==> config.mk <==
export PLATFORM = sky130hd
export DESIGN_NAME = chart_player
export DESIGN_NICKNAME = d
export VERILOG_FILES = /design/src/rtl/chart_player_pkg.sv /design/src/rtl/chart_player_step_ticker.sv /design/src/rtl/chart_player.sv
export SDC_FILE = /design/constraint.sdc
export NUM_CORES = 1
export LEC_CHECK = 0
export CORE_ASPECT_RATIO = 0.9
export CORE_MARGIN = 2
export CORE_UTILIZATION = 45
export CTS_BUF_LIST = sky130_fd_sc_hd__clkbuf_2
export CTS_CLUSTER_DIAMETER = 40
export DETAILED_ROUTE_END_ITERATION = 8
export DONT_BUFFER_PORTS = 1
export MAX_ROUTING_LAYER = met4
export PLACE_DENSITY_LB_ADDON = 0.1
export SYNTH_ARGS = -nofsm -noshare
export SYNTH_HDL_FRONTEND = slang
export SYNTH_SLANG_ARGS = --single-unit
==> constraint.sdc <==
create_clock -name clk -period 8.4 [get_ports clk]
set_clock_uncertainty 0.2 [all_clocks]
set_input_delay 1.68 -clock clk [delete_from_list [all_inputs] [get_ports clk]]
set_output_delay 1.68 -clock clk [all_outputs]
set_load 0.01 [all_outputs]
==> src/rtl/chart_player_pkg.sv <==
// Shared types for the chart player: player states, note/chart layout and
// small helpers used to index the notes array safely.
package chart_player_pkg;

    localparam int NOTES_MAX       = 8;
    localparam int STEP_HZ_DEFAULT = 8;
    localparam int IDX_W           = $clog2(NOTES_MAX);
    localparam int CNT_W           = $clog2(NOTES_MAX + 1);

    typedef enum logic [2:0] {
        ST_IDLE,
        ST_REQ,
        ST_WAIT,
        ST_CHECK,
        ST_PLAY,
        ST_PAUSED,
        ST_FIN
    } PlayerState;

    // A note code of 0 is a rest (silent slot).
    typedef logic [7:0] Notes;

    typedef struct packed {
        logic [15:0] note_cnt;
    } ChartInfo;

    typedef struct packed {
        ChartInfo                info;
        Notes [NOTES_MAX-1:0]    notes;
    } Chart;

    // Note at a slot index; anything outside the stored array reads as a rest.
    function automatic Notes note_at(input Chart c, input int idx);
        if (idx >= 0 && idx < NOTES_MAX) begin
            return c.notes[IDX_W'(idx)];
        end
        return '0;
    endfunction

    // Playable note count: the stored count, clamped to the array length.
    function automatic logic [CNT_W-1:0] clamp_cnt(input logic [15:0] n);
        if (n > 16'(NOTES_MAX)) begin
            return CNT_W'(NOTES_MAX);
        end
        return CNT_W'(n);
    endfunction

endpackage

==> src/rtl/chart_player_step_ticker.sv <==
// Slot-rate divider: counts 0..DIV-1 while enabled and emits a one-cycle
// tick on the terminal count. Clear has priority over enable.
module step_ticker #(
    parameter int DIV = 10
) (
    input  logic clk,
    input  logic rst_n,
    input  logic en,
    input  logic clr,
    output logic tick
);

    localparam int CW = (DIV > 1) ? $clog2(DIV) : 1;

    logic [CW-1:0] cnt;

    assign tick = en && !clr && (cnt == CW'(DIV - 1));

    // Divider counter: frozen when disabled, wraps to 0 on the tick.
    always_ff @(posedge clk or negedge rst_n) begin
        if (!rst_n) begin
            cnt <= '0;
        end else if (clr) begin
            cnt <= '0;
        end else if (en) begin
            cnt <= tick ? '0 : cnt + 1'b1;
        end
    end

endmodule

==> src/rtl/chart_player.sv <==
// Chart player: loads one chart through the storage read port, then steps
// through its notes at a fixed slot rate with pause/resume/stop support.
//
// Control semantics: start and stop are single-cycle pulses sampled on the
// rising edge; pause is a level. read_chart_id is a one-cycle read strobe and
// chart_data is taken as valid from the cycle after it, held thereafter
// because the strobe stays 0. done and err are one-cycle pulses.
module chart_player
    import chart_player_pkg::*;
#(
    parameter int CLK_HZ  = 100_000_000,
    parameter int STEP_HZ = STEP_HZ_DEFAULT
) (
    input  logic        clk,
    input  logic        sys_rst_n,
    input  logic        start,
    input  logic        pause,
    input  logic        stop,
    input  logic [7:0]  chart_id,
    output logic [7:0]  read_chart_id,
    input  Chart        chart_data,
    output Notes        current_note,
    output Notes        next_note,
    output logic [15:0] note_index,
    output logic        playing,
    output logic        done,
    output logic        err,
    output PlayerState  state_dbg
);

    localparam int SLOT_CYCLES = CLK_HZ / STEP_HZ;

    PlayerState       state;
    logic [IDX_W-1:0] index;
    logic [CNT_W-1:0] cnt;
    logic [CNT_W-1:0] new_cnt;
    logic             run_en;
    logic             tick_clr;
    logic             tick;
    logic             last_slot;
    int               idx_i;

    // Divider runs in PLAY/PAUSED only while neither pause nor stop is high.
    always_comb begin
        run_en    = (state == ST_PLAY || state == ST_PAUSED) && !pause && !stop;
        tick_clr  = (state == ST_IDLE) || (state == ST_CHECK);
        new_cnt   = clamp_cnt(chart_data.info.note_cnt);
        idx_i     = int'(index);
        last_slot = (idx_i == int'(cnt) - 1);
    end

    step_ticker #(
        .DIV (SLOT_CYCLES)
    ) u_ticker (
        .clk   (clk),
        .rst_n (sys_rst_n),
        .en    (run_en),
        .clr   (tick_clr),
        .tick  (tick)
    );

    assign note_index = 16'(index);
    assign state_dbg  = state;

    // Player FSM with registered outputs; stop outranks pause, pause outranks tick.
    always_ff @(posedge clk or negedge sys_rst_n) begin
        if (!sys_rst_n) begin
            state         <= ST_IDLE;
            index         <= '0;
            cnt           <= '0;
            read_chart_id <= '0;
            current_note  <= '0;
            next_note     <= '0;
            playing       <= 1'b0;
            done          <= 1'b0;
            err           <= 1'b0;
        end else begin
            done          <= 1'b0;
            err           <= 1'b0;
            read_chart_id <= '0;
            if (stop && state != ST_IDLE) begin
                state        <= ST_IDLE;
                current_note <= '0;
                next_note    <= '0;
                playing      <= 1'b0;
            end else begin
                case (state)
                    ST_IDLE: begin
                        if (start) begin
                            if (chart_id != 8'd0) begin
                                read_chart_id <= chart_id;
                                state         <= ST_REQ;
                            end else begin
                                err <= 1'b1;
                            end
                        end
                    end
                    ST_REQ:  state <= ST_WAIT;
                    ST_WAIT: state <= ST_CHECK;
                    ST_CHECK: begin
                        cnt   <= new_cnt;
                        index <= '0;
                        if (new_cnt == '0) begin
                            state <= ST_FIN;
                            done  <= 1'b1;
                        end else begin
                            state        <= ST_PLAY;
                            playing      <= 1'b1;
                            current_note <= note_at(chart_data, 0);
                            next_note    <= (new_cnt > CNT_W'(1)) ? note_at(chart_data, 1) : '0;
                        end
                    end
                    ST_PLAY, ST_PAUSED: begin
                        if (pause) begin
                            state        <= ST_PAUSED;
                            current_note <= '0;
                        end else if (tick) begin
                            if (last_slot) begin
                                state        <= ST_FIN;
                                done         <= 1'b1;
                                playing      <= 1'b0;
                                current_note <= '0;
                                next_note    <= '0;
                            end else begin
                                state        <= ST_PLAY;
                                index        <= index + 1'b1;
                                current_note <= note_at(chart_data, idx_i + 1);
                                next_note    <= (idx_i + 2 < int'(cnt)) ?
                                                note_at(chart_data, idx_i + 2) : '0;
                            end
                        end else begin
                            state        <= ST_PLAY;
                            current_note <= note_at(chart_data, idx_i);
                        end
                    end
                    ST_FIN:  state <= ST_IDLE;
                    default: state <= ST_IDLE;
                endcase
            end
        end
    end

endmodule

==> reports/results.ini <==
[final_layout]
finalCoreUtilization_pct=47.47
final_nets=581
num-fill-cells=994
final_cell_area_um2=5131
mostFrequentLayoutCells=60 x dfrtp_1, 40 x nand2_1, 36 x mux4_2
drive_above_1_share_pct=20.21
syn2layout_area_growth_pct=3.300
antenna_cells=0
layout_commonest_cell=dfrtp_1

[power_and_ir_drop]
p_clk_share_pct=18.3
power_switching_uw=576.5
pwr-share-seq_pct=34.2
switching_share_pct=42.80
power.total_mw=1.347
internal-power_uw=770.4
pwr_density_cell_nw_per_um2=262.5
peakVddDrop_mv=0.1103
static_leakage_nw=1.892
power.share.combinational_pct=47.5

[clock_network]
cts_made_buffers=9
postCtsSetupBuffers=0
cts.clk_slew.worst_paths_ns=0.20
clock_tree_from_tritoncts=yes
post_cts_resize_count=0
cts.path.max_buffers=2
cts_root_buf=clkbuf_2
clock_insertion_delay_worst_skew_ns=0.50
cts_hold_buffers=0
clock_sink_count=61
h_tree_depth_reported_by_cts=3

[floorplanning]
ios=139
die_ar_um2=11900
die_y_um=103.7
chipWidth_um=114.7
placementRows=36
initial_core_utilization_pct=45.95
design.core.area_um2=10810

[critical_path]
worstReg2RegEnd=next_note[4]$_DFFE_PN0P_
critical_path_arrival_ns=3.79
worst_setup_path_end_kind=flop
worst-setup-path-type=in -> reg
rrSetupSlack_ns=4.86
r2r_cells=7
required_ns=8.62
crit_start=pause
path_max_fanout=30
worst_r2r_startpoint=index[1]$_DFFE_PN0P_
cp-start-kind=input port
worst_setup_path_endpoint=u_ticker.cnt[1]$_DFFE_PN0P_

[grt]
grt_overflow_total=0
grt_max_degree=62
first_global_vias=4203
grt_pass1_wl_um=22200
grt_util_all_layers_pct=24.28
antenna_found_initial=0

[place]
buffer_ports.inserted=0
detailed_place_hpwl_um=9846
placedInstanceArea_um2=4972
gp_routability_congestion=0.8293

[sta]
final_min_period_over_clock_period_pct=42.46
final.min_clock_period_ns=3.566
grt_setup_unrepaired=no
final.setup.tns_ns=0
timing.hold.ws_ns=0.3202
timing.final.setup_violations=0
timing_max_transition_violations_final=0
max_clock_freq_mhz=280.4
timing_worst_slew_pin_value_ns=1.229
slew_headroom_pct=17.79
finalHoldViolCount=0

[synth]
ys_ff_latch=61
synth_async_sr_flop_share_pct=100.0
postSynthCellCount=504
edff_count_synth=0
synthDistinctLibCells=60
synth_sequential_area_ratio_pct=30.73
synthesis.yosys.warnings=0
synth_ff_type=dfrtp_1
syn-mean-instance-area_um2=9.856
syn-cell-area_um2=4967

[detailed_routing]
post_drt_via_cell_ratio=6.845
wl_per_cell_um=22.36
drt.antenna.violating_nets=0
drt_wl_total_um=13820
drt-pass1-iter-count=5
drcViolationCount=0
dr_total_vias=4230
drt-initial-drc-count=283

[run]
max_cap_violations=0

[outcome]
run_status=finished clean

[hold_path]
hold_path_class=reg -> reg

==> worst min-delay path by stage <==
stage / startpoint / to / slack (ns) / depth (start not counted)
after floorplan: u_ticker.cnt[23]$_DFFE_PN0P_ / u_ticker.cnt[23]$_DFFE_PN0P_ / 0.26 / 1
after global placement: u_ticker.cnt[21]$_DFFE_PN0P_ / u_ticker.cnt[21]$_DFFE_PN0P_ / 0.28 / 1
after detailed placement: u_ticker.cnt[23]$_DFFE_PN0P_ / u_ticker.cnt[23]$_DFFE_PN0P_ / 0.29 / 1
after CTS: u_ticker.cnt[23]$_DFFE_PN0P_ / u_ticker.cnt[23]$_DFFE_PN0P_ / 0.32 / 1
after global routing: u_ticker.cnt[23]$_DFFE_PN0P_ / u_ticker.cnt[23]$_DFFE_PN0P_ / 0.33 / 1
final: u_ticker.cnt[21]$_DFFE_PN0P_ / u_ticker.cnt[21]$_DFFE_PN0P_ / 0.32 / 1
==> worst max-delay path, stage by stage <==
cell,delay (ns)
nor4b_2,0.23
buf_4,0.34
nand4_1,0.24
nor2_2,0.90
nor2_1,0.12
a22o_1,0.27
==> synth_stat cells, types with 3 or more instances <==
| cell type | n | area (um^2) |
|---|---|---|
| a21o_1 | 3 | 22.52 |
| a21oi_1 | 15 | 75.07 |
| a221oi_1 | 14 | 122.6 |
| a2bb2oi_1 | 6 | 52.55 |
| a31oi_1 | 25 | 156.4 |
| a41oi_1 | 5 | 43.79 |
| and3_1 | 11 | 68.82 |
| and4_1 | 7 | 61.31 |
| buf_1 | 5 | 18.77 |
| buf_2 | 3 | 15.01 |
| buf_4 | 13 | 97.59 |
| clkbuf_1 | 30 | 112.6 |
| dfrtp_1 | 61 | 1526 |
| ha_1 | 8 | 100.1 |
| inv_1 | 21 | 78.83 |
| mux2_2 | 32 | 360.4 |
| mux2i_1 | 5 | 50.05 |
| mux4_2 | 36 | 810.8 |
| nand2_1 | 40 | 150.1 |
| nand2b_1 | 3 | 18.77 |
| nand3_1 | 13 | 65.06 |
| nand4_1 | 24 | 150.1 |
| nor2_1 | 19 | 71.32 |
| nor3_1 | 6 | 30.03 |
| nor4_1 | 8 | 50.05 |
| o211ai_1 | 7 | 52.55 |
| o21ai_0 | 21 | 105.1 |
| o22ai_1 | 8 | 50.05 |
| or3_1 | 9 | 56.30 |
| or4_1 | 4 | 30.03 |
==> stage by stage <==
| stage | setup WS, ns | cells |
|---|---|---|
| after CTS | 4.893 | 618 |
| after global routing | 4.438 | 618 |
| after detailed placement | 4.327 | 602 |
| after floorplan | 4.787 | 516 |
| final | 4.834 | 618 |
| after global placement | 4.400 | 602 |
==> flip-flops by register name, summed over array words and instances, names as in the netlist <==
signal,count
u_ticker.cnt,24
current_note,8
done,1
index,3
err,1
playing,1
read_chart_id,8
cnt,4
next_note,8
state_dbg,3
==> power groups by stage <==
stage	Clock, mW	Combinational (mW)	Sequential [mW]
after floorplan	0	0.515	0.429
final	0.246	0.640	0.461
after CTS	0.250	0.635	0.461
after global routing	0.265	0.710	0.474
after detailed placement	0	0.634	0.466
after global placement	0	0.622	0.466
==> final cells by class <==
class | count | area, um^2 | area share, %
clock buffer | 9 | 45.04 | 0.8778
clock inverter | 7 | 113.9 | 2.219
inverter | 21 | 78.83 | 1.536
multi-input combinational | 381 | 3154 | 61.47
sequential | 61 | 1528 | 29.77
tap | 133 | 166.4 | 3.243
timing repair buffer | 6 | 45.04 | 0.8778
==> kinds of logic after synthesis <==
group           count (synthesis)  synth area share, %
flops                          61                30.73
compound gates                123                17.08
mux                            73                24.58
other cells                     1              0.07549
fa+ha+maj                       8                2.015
buf+inv                        74                6.952
simple gates                  160                17.86
xor+xnor                        4               0.7054
==> layer usage <==
metal	track usage [%]	wire length, um	vias to the layer above
met2	34.28	6229	216
met5	-	0	-
met1	34.98	6143	2070
met3	5.559	1258	18
met4	7.057	189	0
li1	-	-	1926
Note: power is estimated with default switching activity, not from simulation.
